<file path="src/rtl/mem_seq_ctrl_pkg.sv">
`default_nettype none
// ==========================================================================
// mem_seq_ctrl_pkg : memory-op encoding, sequencer states and op helpers
// Rev 1.0
// ==========================================================================
package mem_seq_ctrl_pkg;

  localparam int MEMOP_W = 3;

  typedef enum logic [MEMOP_W-1:0] {
    MOP_RD  = 3'd0,
    MOP_WR  = 3'd1,
    MOP_RDB = 3'd2,
    MOP_WRB = 3'd3,
    MOP_RDI = 3'd4,
    MOP_WRI = 3'd5
  } lc3b_memop;

  typedef enum logic [2:0] {
    S_IDLE   = 3'd0,
    S_PTR    = 3'd1,
    S_PTR_LD = 3'd2,
    S_ACCESS = 3'd3,
    S_RESP   = 3'd4
  } seq_state_t;

  function automatic logic op_legal(input logic [MEMOP_W-1:0] op);
    return op <= MOP_WRI;
  endfunction

  function automatic logic op_is_write(input logic [MEMOP_W-1:0] op);
    return (op == MOP_WR) || (op == MOP_WRB) || (op == MOP_WRI);
  endfunction

  function automatic logic op_is_byte(input logic [MEMOP_W-1:0] op);
    return (op == MOP_RDB) || (op == MOP_WRB);
  endfunction

  function automatic logic op_is_indirect(input logic [MEMOP_W-1:0] op);
    return (op == MOP_RDI) || (op == MOP_WRI);
  endfunction

endpackage
`default_nettype wire

</file>
<file path="src/rtl/mem_seq_ctrl_lane.sv">
`default_nettype none
// ==========================================================================
// mem_lane_align : byte-lane decode, enables, write replication, read select
// Rev 1.0
// ==========================================================================
module mem_lane_align #(
  parameter int DATA_W = 16
) (
  input  logic [$clog2(DATA_W/8)-1:0] lane,
  input  logic                        byte_op,
  input  logic [DATA_W-1:0]           wdata,
  input  logic [DATA_W-1:0]           rdata_bus,
  output logic [DATA_W/8-1:0]         byte_en,
  output logic [DATA_W-1:0]           wdata_bus,
  output logic [DATA_W-1:0]           rdata
);

  localparam int BE_W = DATA_W / 8;

  logic [7:0] sel_byte;

  assign sel_byte  = rdata_bus[{lane, 3'b000} +: 8];
  assign byte_en   = byte_op ? (BE_W'(1) << lane) : {BE_W{1'b1}};
  assign wdata_bus = byte_op ? {BE_W{wdata[7:0]}} : wdata;
  assign rdata     = byte_op ? {{(DATA_W-8){1'b0}}, sel_byte} : rdata_bus;

endmodule
`default_nettype wire

</file>
<file path="src/rtl/mem_seq_ctrl.sv">
`default_nettype none
// ==========================================================================
// mem_seq_ctrl : word/byte/indirect memory transaction sequencer with watchdog
// Rev 1.0
// ==========================================================================
module mem_seq_ctrl
  import mem_seq_ctrl_pkg::*;
#(
  parameter int ADDR_W      = 16,
  parameter int DATA_W      = 16,
  parameter int TIMEOUT     = 255,
  parameter int INDIRECT_EN = 1
) (
  input  logic                clk,
  input  logic                rst_n,
  input  logic                req_valid,
  output logic                req_ready,
  input  logic [MEMOP_W-1:0]  req_op,
  input  logic [ADDR_W-1:0]   req_addr,
  input  logic [DATA_W-1:0]   req_wdata,
  output logic                done,
  output logic                err,
  output logic [DATA_W-1:0]   rdata,
  output logic [ADDR_W-1:0]   mem_address,
  output logic                mem_read,
  output logic                mem_write,
  output logic [DATA_W/8-1:0] mem_byte_enable,
  output logic [DATA_W-1:0]   mem_wdata,
  input  logic [DATA_W-1:0]   mem_rdata,
  input  logic                mem_resp
);

  localparam int BE_W   = DATA_W / 8;
  localparam int LANE_W = $clog2(BE_W);
  localparam int CNT_W  = (TIMEOUT > 0) ? $clog2(TIMEOUT + 1) : 1;

  seq_state_t         state_q, state_d;
  logic [MEMOP_W-1:0] op_q;
  logic [ADDR_W-1:0]  addr_q;
  logic [DATA_W-1:0]  wdata_q;
  logic [DATA_W-1:0]  rdata_q;
  logic               err_q, err_d;
  logic [CNT_W-1:0]   wait_cnt;
  logic               timeout;
  logic [BE_W-1:0]    lane_be;
  logic [DATA_W-1:0]  lane_wdata;
  logic [DATA_W-1:0]  lane_rdata;

  assign timeout = (TIMEOUT != 0) && (wait_cnt == CNT_W'(TIMEOUT));

  always_ff @(posedge clk or negedge rst_n) begin
    if (!rst_n) state_q <= S_IDLE;
    else        state_q <= state_d;
  end

  always_comb begin
    state_d = state_q;
    err_d   = err_q;
    case (state_q)
      S_IDLE: begin
        if (req_valid) begin
          if (!op_legal(req_op) ||
              (op_is_indirect(req_op) && (INDIRECT_EN == 0)) ||
              (!op_is_byte(req_op) && (req_addr[LANE_W-1:0] != '0))) begin
            state_d = S_RESP;
            err_d   = 1'b1;
          end else begin
            state_d = op_is_indirect(req_op) ? S_PTR : S_ACCESS;
            err_d   = 1'b0;
          end
        end
      end
      S_PTR: begin
        if (mem_resp) begin
          state_d = S_PTR_LD;
        end else if (timeout) begin
          state_d = S_RESP;
          err_d   = 1'b1;
        end
      end
      S_PTR_LD: begin
        // The fetched pointer is a word address; a misaligned one aborts here.
        if (addr_q[LANE_W-1:0] != '0) begin
          state_d = S_RESP;
          err_d   = 1'b1;
        end else begin
          state_d = S_ACCESS;
        end
      end
      S_ACCESS: begin
        if (mem_resp) begin
          state_d = S_RESP;
        end else if (timeout) begin
          state_d = S_RESP;
          err_d   = 1'b1;
        end
      end
      S_RESP:  state_d = S_IDLE;
      default: state_d = S_IDLE;
    endcase
  end

  always_ff @(posedge clk or negedge rst_n) begin
    if (!rst_n) begin
      op_q     <= '0;
      addr_q   <= '0;
      wdata_q  <= '0;
      rdata_q  <= '0;
      err_q    <= 1'b0;
      wait_cnt <= '0;
    end else begin
      err_q <= err_d;
      if (state_q == S_IDLE && req_valid) begin
        op_q    <= req_op;
        addr_q  <= req_addr;
        wdata_q <= req_wdata;
      end
      // Pointer is captured with its response so mem_rdata need not be held.
      if (state_q == S_PTR && mem_resp) addr_q <= mem_rdata[ADDR_W-1:0];
      if (state_q == S_PTR_LD) op_q <= (op_q == MOP_RDI) ? MOP_RD : MOP_WR;
      if (state_q == S_ACCESS && mem_resp && !op_is_write(op_q)) rdata_q <= lane_rdata;
      if ((state_d == state_q) && (state_q == S_PTR || state_q == S_ACCESS))
        wait_cnt <= wait_cnt + 1'b1;
      else
        wait_cnt <= '0;
    end
  end

  mem_lane_align #(
    .DATA_W (DATA_W)
  ) u_lane (
    .lane      (addr_q[LANE_W-1:0]),
    .byte_op   (op_is_byte(op_q)),
    .wdata     (wdata_q),
    .rdata_bus (mem_rdata),
    .byte_en   (lane_be),
    .wdata_bus (lane_wdata),
    .rdata     (lane_rdata)
  );

  assign req_ready       = (state_q == S_IDLE);
  assign done            = (state_q == S_RESP);
  assign err             = done & err_q;
  assign rdata           = rdata_q;
  assign mem_address     = addr_q;
  assign mem_read        = (state_q == S_PTR) || ((state_q == S_ACCESS) && !op_is_write(op_q));
  assign mem_write       = (state_q == S_ACCESS) && op_is_write(op_q);
  assign mem_byte_enable = mem_write ? lane_be : '0;
  assign mem_wdata       = lane_wdata;

endmodule
`default_nettype wire

</file>
<file path="config.mk">
export PLATFORM = sky130hd
export DESIGN_NAME = mem_seq_ctrl
export DESIGN_NICKNAME = d
export VERILOG_FILES = /design/src/rtl/mem_seq_ctrl_pkg.sv /design/src/rtl/mem_seq_ctrl_lane.sv /design/src/rtl/mem_seq_ctrl.sv
export SDC_FILE = /design/constraint.sdc
export NUM_CORES = 1
export LEC_CHECK = 0
export CAP_MARGIN = 20
export CORE_MARGIN = 3
export CORE_UTILIZATION = 38
export DETAILED_ROUTE_END_ITERATION = 6
export PLACE_DENSITY = 0.69
export SYNTH_ARGS = -nofsm -noshare
export SYNTH_HDL_FRONTEND = slang
export SYNTH_SLANG_ARGS = --single-unit
</file>
<file path="constraint.sdc">
create_clock -name clk -period 4.23 [get_ports clk]
set_input_delay 0.6345 -clock clk [delete_from_list [all_inputs] [get_ports clk]]
set_output_delay 0.6345 -clock clk [all_outputs]
set_load 0.01 [all_outputs]
</file>
# Word-level counts from Yosys, hierarchy flattened
# Index checks and enable logic that the tools add are counted.
# op_classes
shift	2
order_cmp	1
n_mux	24
bitwise	1
eq_ne	19
add_sub_neg	1
reduce_logical	25
# op_table
operator	count
$mux 16	4
$mux 3	8
$eq 3x2->1 const B	6
$shiftx 16x5->8	1
$eq 3x3->1 const B	5
$pmux 3 s4	1
$add 8x1->8 const B	1
$eq 8x8->1 const B	1
$logic_and 1x1->1	8
$logic_or 1x1->1	8
$mux 8	1
$eq 3x1->1 const B	2
$mux 1	6
$mux 2	3
$ne 2x2->1 const B	3
$reduce_and 5->1	1
$reduce_bool 2->1	2
$eq 3x3->1	1
$le 3x3->1 const B	1
$logic_not 1->1	3
$logic_not 3->1	1
$pmux 1 s3	1
$reduce_bool 3->1	1
$ne 2x1->1 const B	1
other kinds (3)	3
# word_totals
in_bits	55
regBits	63
output_inout_bits	55

# Longest topological paths before layout
# Gate-level depths: netlist (run 1).
# depth
ltp_word	11
mapped_depth	6

# By module
# A second synthesis (run 1) with hierarchy kept.
# hier_totals
hier_cells	295
hier_area_um2	3136.8
# by_module_without_submodules
mod	seq_area_each_um2	instances	cells_each	area_per_inst_um2
mem_seq_ctrl	1576.5	1	259	2763.9
mem_lane_align	0.0	1	36	372.9

# Least setup slack after synthesis (run 1)
# No wires, ideal clock.
# synth_path
path_type	flip-flop to output port
start	register op_q[1]
end	output mem_byte_enable[0]
path_slack_ps	2199
stages_incl_launch_ff	4
path_buffers	0
arrival_ps	1397
cell_sequence	dfrtp_1 -> a21boi_0 -> or3b_1 -> nor2b_1
# synth_via
elab_chain_cells	5
# synth_lines
item	line_no	text
from (decl)	mem_seq_ctrl.sv:38	logic [MEMOP_W-1:0] op_q;
from (signal assigned)	mem_seq_ctrl.sv:114	op_q <= req_op;
from (signal assigned)	mem_seq_ctrl.sv:120	if (state_q == S_PTR_LD) op_q <= (op_q == MOP_RDI) ? MOP_RD : MOP_WR;
$eq 3x1->1 or $eq 3x2->1 (tied branches)	mem_seq_ctrl_pkg.sv:32, mem_seq_ctrl_pkg.sv:36	
$logic_or 1x1->1 (2 in a row)	mem_seq_ctrl_pkg.sv:32	return (op == MOP_WR) || (op == MOP_WRB) || (op == MOP_WRI);
$logic_and 1x1->1	mem_seq_ctrl.sv:147	assign mem_write = (state_q == S_ACCESS) && op_is_write(op_q);
$mux 2 *	mem_seq_ctrl.sv:148	assign mem_byte_enable = mem_write ? lane_be : '0;
to (decl)	mem_seq_ctrl.sv:27	output logic [DATA_W/8-1:0] mem_byte_enable,
# Every way passes the cells marked *; elsewhere a longest branch is shown, timed or not.

# Worst setup path after layout (run 1)
# Same ends and word-level chain as after synthesis.

==> flow_summary.rst, run 1 <==
.. list-table::
   :header-rows: 1

   * - Metric
     - Value
   * - Layout Area Growth over Synthesis
     - 40.1%
   * - Number of antenna violations at the first check in global routing
     - 0
   * - Total of buffers placed on input and output ports
     - 109
   * - Die Y
     - 96.9 um
   * - Overall via count from detail_route
     - between 2000 and 2500
   * - Synth cell types
     - 44
   * - Die footprint
     - 9380 um^2
   * - Mapped Area
     - roughly 3100 um^2
   * - Met3 layer usage reported by global route
     - 3.60%
   * - Post-CTS clock slew at the launch and capture registers of the worst setup and hold paths
     - 0.06 ns
   * - Number of standard cells after synthesis
     - a little over 300
   * - Wire length per cell after detailed routing
     - 15.6 um
   * - Total negative setup slack
     - 0 ns
   * - Total inserted antenna cells
     - 0
   * - Sequential element share of the synthesized area
     - 50.2%
   * - Number of buffers inserted by hold repair at cts
     - 0
   * - Avg Cell Area, Syn
     - 10.3 um^2
   * - Largest net degree at the start of global routing
     - 35
   * - Largest driver fanout on the critical path
     - 5
   * - GP Congestion
     - about 0.78
   * - Status
     - finished, final reports clean
   * - Busiest layer in global routing
     - met2
   * - Die width
     - 96.9 um
   * - Row cnt
     - 32
   * - Buffers from clock root to sink, at most
     - 2
   * - Max capacitance violation total
     - 0
   * - Met1 layer usage reported by global route
     - 24.4%
   * - Post-CTS Resized
     - 0
   * - Cell-by-cell listing of the critical path
     - a21boi_0 > or3b_1 > nor2b_1 > clkdlybuf4s50_1
   * - Clk_lat worst skew
     - 0.33 ns
   * - Primary FF master, synth
     - sky130_fd_sc_hd__dfrtp_1
   * - HP Class
     - in -> async
   * - DRC
     - 0
   * - Final Hold Fails
     - 0
   * - Post-synth top area cell
     - sky130_fd_sc_hd__dfrtp_1
   * - Synth Register Bits
     - 63
   * - Fraction of final layout cells sized beyond drive strength 1
     - a little over a tenth
   * - Signal arrival time at the worst endpoint
     - 2.29 ns
   * - Total overflow reported by the global router
     - 0
   * - Crit-path slowest cell
     - sky130_fd_sc_hd__clkdlybuf4s50_1
   * - Vias per cell
     - 4.90
   * - Number of enable flip-flop cells after synthesis
     - 0
   * - RSZ-0062 raised after global routing
     - false
   * - Post-Place Cell Area
     - 4210 um^2
   * - Number of nets still failing antenna checks after routing
     - 0
   * - Synthesized netlist net count
     - 360
   * - Count of final setup violators
     - 0
   * - Fraction of registers with async set or reset after synthesis
     - 100%
   * - Final instance count without filler cells
     - 508
   * - Clock net sink count
     - 63
   * - Total power per unit cell area
     - 647 nW/um^2
   * - Total Routing Usage GR
     - between 10% and 20%
   * - Filler cell count
     - approximately 700
   * - Peak per-stage delay on the critical path
     - 0.54 ns
   * - Critical path capture point type
     - primary output
   * - Final WL
     - 7920 um
   * - Share of the clock period used by the worst path after layout
     - 69.2%
   * - Highest achievable clock rate
     - 342 MHz
   * - Most frequent cell after synthesis
     - sky130_fd_sc_hd__nand2_1
   * - H-Tree Level Count
     - 3
   * - Data required time at the worst endpoint
     - roughly 3.6 ns
   * - Post-route minimum period
     - 2.93 ns
   * - CP startpoint kind
     - flop
   * - Initial standard-cell utilization of the core
     - between 30% and 40%
   * - Global-route wire length before repair
     - 13300 um
   * - CTS Root Cell
     - sky130_fd_sc_hd__clkbuf_8
   * - Post-CTS Setup Repair Bufs
     - 0
   * - Worst Path Class, Setup
     - reg -> out
   * - Number of pins exceeding their max-slew limit in the final report
     - 0
   * - TritonCTS clock tree
     - built
   * - Peak supply drop
     - 0.425 mV
   * - Routing usage on met2
     - around 27%
   * - Fin Clk Skew
     - 0.00577 ns
   * - Vias in the first global route
     - 2516
   * - Headroom to the max-slew limit
     - 27.2%
   * - 1st-iter DRT viols
     - 100
   * - Final cell utilization of the core
     - 55.7%
   * - Number of iterations in the first detailed-routing pass
     - 4
   * - Design area
     - ~4400 um^2
   * - Total power after layout
     - 2.85 mW
   * - Placed wire-length estimate
     - 5730 um
   * - Destination of the worst register-to-register timing path
     - rdata[2]$_DFFE_PN0P_
   * - Cts bufs inserted
     - 9
   * - Top cells by area, synth
     - sky130_fd_sc_hd__dfrtp_1, sky130_fd_sc_hd__nand2_1, sky130_fd_sc_hd__mux2_2
   * - Number of cells after detailed placement
     - 493
   * - Number of nets in the layout
     - about 460
   * - Internal reg-to-reg setup slack
     - 2.15 ns
   * - Number of warnings issued by yosys
     - 0
   * - Transition at the pin with the smallest max-transition slack
     - 1.09 ns
   * - Most numerous cell types in the synthesized netlist
     - sky130_fd_sc_hd__nand2_1, sky130_fd_sc_hd__dfrtp_1, sky130_fd_sc_hd__mux2i_1
   * - Boundary Pins
     - 110
   * - Top cell type's share of synthesized area
     - 50.2%
   * - Static Leak
     - 1.98 nW
   * - Reg2Reg Launch Point
     - state_q[0]$_DFF_PN0_
   * - Placeable core region
     - between 7000 and 8000 um^2
   * - Worst-case reg-to-reg path depth
     - 3
[stage by stage]
stage          setup slack (ns)  hold slack [ns]
2_1_floorplan              2.20            0.339
3_3_place_gp               1.60            0.453
3_5_place_dp               1.58            0.466
4_1_cts                    1.22            0.404
5_1_grt                    1.14            0.448
6_report                   1.30            0.387
[worst max-delay path, delay by kind of cell (launching register included)]
kind                   cells  cell delay [ns]
DFF                        1             0.41
and+or+nand+nor            2             0.58
AOI/OAI and AO/OA          1             0.43
buffers and inverters      1             0.54
[where the power goes]
group | internal, mW | leakage [nW] | total (mW) | switching (mW)
registers | 0.846 | 0.774 | 1.03 | 0.188
clock network | 0.238 | 0.0854 | 0.448 | 0.210
logic | 0.771 | 1.13 | 1.36 | 0.592
[worst max path at each step]
stage	endpoint	start	slack [ns]
2_1_floorplan	mem_byte_enable[0]	op_q[1]$_DFFE_PN0P_	2.20
3_3_place_gp	mem_address[0]$_DFFE_PN0P_	req_valid	1.60
3_5_place_dp	mem_address[0]$_DFFE_PN0P_	req_valid	1.58
4_1_cts	mem_wdata[8]	op_q[2]$_DFFE_PN0P_	1.22
5_1_grt	mem_byte_enable[0]	op_q[2]$_DFFE_PN0P_	1.14
6_report	mem_byte_enable[0]	op_q[1]$_DFFE_PN0P_	1.30
[sequential cells by signal (all words and copies together) (netlist names)]
name / count
state_q: 3
err_q: 1
mem_address: 16
wdata_q: 16
rdata: 16
op_q: 3
wait_cnt: 8
[cells in the final DEF, fill, tap and decap left out, drive strengths merged, types with 3 or more instances in the layout]
cell	count
clkdlybuf4s50	108
nor2b	3
buf	4
nand2	76
a21oi	5
o21ai	19
nand3	3
inv	13
dfrtp	63
mux2i	27
clkbuf	13
nor2	9
nand2b	3
mux2	25
[metal layers]
| metal | vias up | routed length (um) |
|---|---|---|
| met2 | 63 | 3790 |
| met3 | 8 | 298 |
| met4 | 0 | 104 |
| li1 | 1215 | - |
| met5 | - | 0 |
| met1 | 1204 | 3730 |
[cells by family (layout without fill, tap and decap cells)]
kind of cell / after synthesis / in the layout / share of synthesized area, %
AOI/OAI and AO/OA: 35 / 35 / 6.70
xor gates and xnor gates: 3 / 3 / 0.837
adders and majority gates: 1 / 1 / 0.399
buffers and inverters: 37 / 139 / 6.98
DFF: 63 / 63 / 50.2
muxes: 52 / 52 / 17.6
and+or+nand+nor: 113 / 113 / 17.3
[layout make-up]
| cell class | count | area, um^2 | area share [%] |
|---|---|---|---|
| Timing Repair Buffer | 112 | 1130 | 25.7 |
| Inverter | 13 | 48.8 | 1.11 |
| Multi-Input combinational cell | 204 | 1350 | 30.7 |
| Sequential cell | 63 | 1580 | 35.9 |
| Clock inverter | 1 | 5.00 | 0.114 |
| Tap cell | 102 | 128 | 2.90 |
| Clock buffer | 13 | 159 | 3.61 |
No activity file was read; power rests on OpenSTA's default activity.
==> inputs of run 2 (changes only) <==
--- a/config.mk
+++ b/config.mk
@@ -9,7 +9,7 @@
 export CORE_MARGIN = 3
 export CORE_UTILIZATION = 38
 export DETAILED_ROUTE_END_ITERATION = 6
-export PLACE_DENSITY = 0.69
+export PLACE_DENSITY = 0.72
 export SYNTH_ARGS = -nofsm -noshare
 export SYNTH_HDL_FRONTEND = slang
 export SYNTH_SLANG_ARGS = --single-unit
==> constraint.sdc (replaced) <==
create_clock -name clk -period 2.6 [get_ports clk]
set_input_delay 0.39 -clock clk [delete_from_list [all_inputs] [get_ports clk]]
set_output_delay 0.39 -clock clk [all_outputs]
set_load 0.01 [all_outputs]
==> run 2 against run 1 <==
  * Register-to-register slack lost 1.3 ns
  * Power grew 73%
  * Largest power group unchanged
  * Largest cell class unchanged
  * Sequential share of layout area shrank 0.80 points
  * Via count grew 1.1%
  * Die area is the same
  * Utilization grew 1.4 points
==> flow_summary.rst, run 2 (synthesis gave the netlist of run 1 again) <==
.. list-table::
   :header-rows: 1

   * - Metric
     - Value
   * - Busiest layer in global routing
     - met2
   * - Share of the clock period used by the worst path after layout
     - 95.5%
   * - Clk_lat worst skew
     - 0.34 ns
   * - HP Class
     - in -> async
   * - Wire length per cell after detailed routing
     - approximately 15 um
   * - Total Routing Usage GR
     - 17.6%
   * - Worst-case reg-to-reg path depth
     - 4
   * - Destination of the worst register-to-register timing path
     - mem_address[3]$_DFFE_PN0P_
   * - CP startpoint kind
     - flop
   * - Final WL
     - 7940 um
   * - Boundary Pins
     - 110
   * - Global-route wire length before repair
     - between 10000 and 15000 um
   * - Post-CTS clock slew at the launch and capture registers of the worst setup and hold paths
     - 0.07 ns
   * - Number of nets in the layout
     - 465
   * - GP Congestion
     - 0.796
   * - Count of final setup violators
     - 0
   * - Fraction of final layout cells sized beyond drive strength 1
     - between 10 and 15%
   * - 1st-iter DRT viols
     - 94
   * - Post-Place Cell Area
     - 4270 um^2
   * - Number of nets still failing antenna checks after routing
     - 0
   * - Cts bufs inserted
     - 9
   * - Total inserted antenna cells
     - 0
   * - Routing usage on met2
     - 29.6%
   * - Final Hold Fails
     - 0
   * - Filler cell count
     - 708
   * - Static Leak
     - 2.04 nW
   * - Total negative setup slack
     - 0 ns
   * - Clock net sink count
     - 63
   * - Minimum setup slack in the final design
     - between 0.1 and 0.15 ns
   * - Total power per unit cell area
     - 1090 nW/um^2
   * - Die Y
     - 96.9 um
   * - Row cnt
     - 32
   * - Worst Path Class, Setup
     - reg -> out
   * - Buffers from clock root to sink, at most
     - 2
   * - Initial standard-cell utilization of the core
     - 39.8%
   * - Die width
     - around 97 um
   * - Data required time at the worst endpoint
     - 2.21 ns
   * - Headroom to the max-slew limit
     - 63.4%
   * - Overall via count from detail_route
     - 2518
   * - Transition at the pin with the smallest max-transition slack
     - approximately 0.55 ns
   * - DRC
     - 0
   * - Number of pins exceeding their max-slew limit in the final report
     - 0
   * - Peak supply drop
     - 0.515 mV
   * - Internal reg-to-reg setup slack
     - 0.86 ns
   * - TritonCTS clock tree
     - built
   * - Fin Clk Skew
     - 0.00908 ns
   * - Signal arrival time at the worst endpoint
     - 2.09 ns
   * - Commonest cells after routing, fill and taps aside
     - sky130_fd_sc_hd__clkdlybuf4s50_1, sky130_fd_sc_hd__nand2_1, sky130_fd_sc_hd__dfrtp_1, sky130_fd_sc_hd__mux2i_1, sky130_fd_sc_hd__mux2_2
   * - Placeable core region
     - around 8000 um^2
   * - Layout Area Growth over Synthesis
     - 43.7%
   * - Number of antenna violations at the first check in global routing
     - 0
   * - Commonest non-fill, non-tap cell in the layout
     - sky130_fd_sc_hd__clkdlybuf4s50_1
   * - Total of buffers placed on input and output ports
     - 109
   * - Largest driver fanout on the critical path
     - 12
   * - H-Tree Level Count
     - 3
   * - Post-route minimum period
     - about 2.5 ns
   * - Vias in the first global route
     - 2559
   * - Number of iterations in the first detailed-routing pass
     - 4
   * - CTS Root Cell
     - sky130_fd_sc_hd__clkbuf_8
   * - Placed wire-length estimate
     - 5870 um
   * - Met3 layer usage reported by global route
     - about 5.3%
   * - Largest net degree at the start of global routing
     - 41
   * - Die footprint
     - 9380 um^2
   * - Vias per cell
     - about 4.9
   * - Post-place setup slack
     - ~0.4 ns
   * - RSZ-0062 raised after global routing
     - false
   * - Met1 layer usage reported by global route
     - 22.7%
   * - Worst hold slack
     - 0.0348 ns
   * - Total overflow reported by the global router
     - 0
   * - Design area
     - 4510 um^2
   * - Highest achievable clock rate
     - 403 MHz
   * - Status
     - finished, final reports clean
   * - Critical path capture point type
     - primary output
   * - Max capacitance violation total
     - 0
   * - Reg2Reg Launch Point
     - state_q[2]$_DFF_PN0_
[run 2: worst max-delay path: stages, from the launching register on]
cell and delay (ns):
sky130_fd_sc_hd__dfrtp_2 0.49, sky130_fd_sc_hd__nand2b_4 0.19, sky130_fd_sc_hd__or3b_1 0.42, sky130_fd_sc_hd__nor2b_1 0.13, sky130_fd_sc_hd__clkdlybuf4s50_1 0.54
[run 2: how the worst max path moves through the flow]
stage	from	to	slack, ns
after floorplan	op_q[1]$_DFFE_PN0P_	mem_byte_enable[0]	0.81
after global placement	state_q[0]$_DFF_PN0_	mem_byte_enable[1]	0.45
after detailed placement	state_q[0]$_DFF_PN0_	mem_byte_enable[0]	0.39
after CTS	state_q[0]$_DFF_PN0_	mem_byte_enable[0]	0.02
after global routing	state_q[2]$_DFF_PN0_	mem_byte_enable[0]	0.05
final	state_q[2]$_DFF_PN0_	mem_byte_enable[0]	0.12
[run 2: layout make-up]
cell class	count	area [um^2]	area share, %
multi-input combinational	204	1350	30.0
clock buffer	10	138	3.05
clock inverter	6	93.8	2.08
tap	102	128	2.83
timing repair buffer	118	1170	25.9
inverter	13	48.8	1.08
sequential	63	1580	35.1
[run 2: what timing repair did]
action,CTS,global route
hold buffers,0,0
setup buffers,0,0
hold endpoints to repair,0,0
resized for setup,0,5
setup endpoints to repair,0,2
[run 2: layer usage]
| metal | vias up | wire, um |
|---|---|---|
| met1 | 1227 | 3450 |
| met5 | - | 0 |
| met4 | 0 | 36 |
| met3 | 4 | 362 |
| met2 | 62 | 4090 |
| li1 | 1225 | - |
[run 2: through the flow]
step	total power, mW	instances	util [%]
after detailed placement	3.99	500	54.1
after global placement	3.93	500	54.1
final	4.93	516	57.2
after CTS	4.99	516	57.1
after floorplan	2.91	304	-
after global routing	5.27	516	57.2
[run 2: where the power goes]
| group | switching [mW] | internal [mW] | leakage, nW |
|---|---|---|---|
| sequential | 0.309 | 1.38 | 0.770 |
| clock | 0.396 | 0.570 | 0.113 |
| combinational | 0.989 | 1.28 | 1.15 |
==> inputs of run 3 (changes only) <==
--- a/config.mk
+++ b/config.mk
@@ -10,6 +10,7 @@
 export CORE_UTILIZATION = 38
 export DETAILED_ROUTE_END_ITERATION = 6
 export PLACE_DENSITY = 0.72
+export SLEW_MARGIN = 20
 export SYNTH_ARGS = -nofsm -noshare
 export SYNTH_HDL_FRONTEND = slang
 export SYNTH_SLANG_ARGS = --single-unit
==> results of run 3 <==
Same layout as run 2: the final DEF is identical, and so are final timing and power.
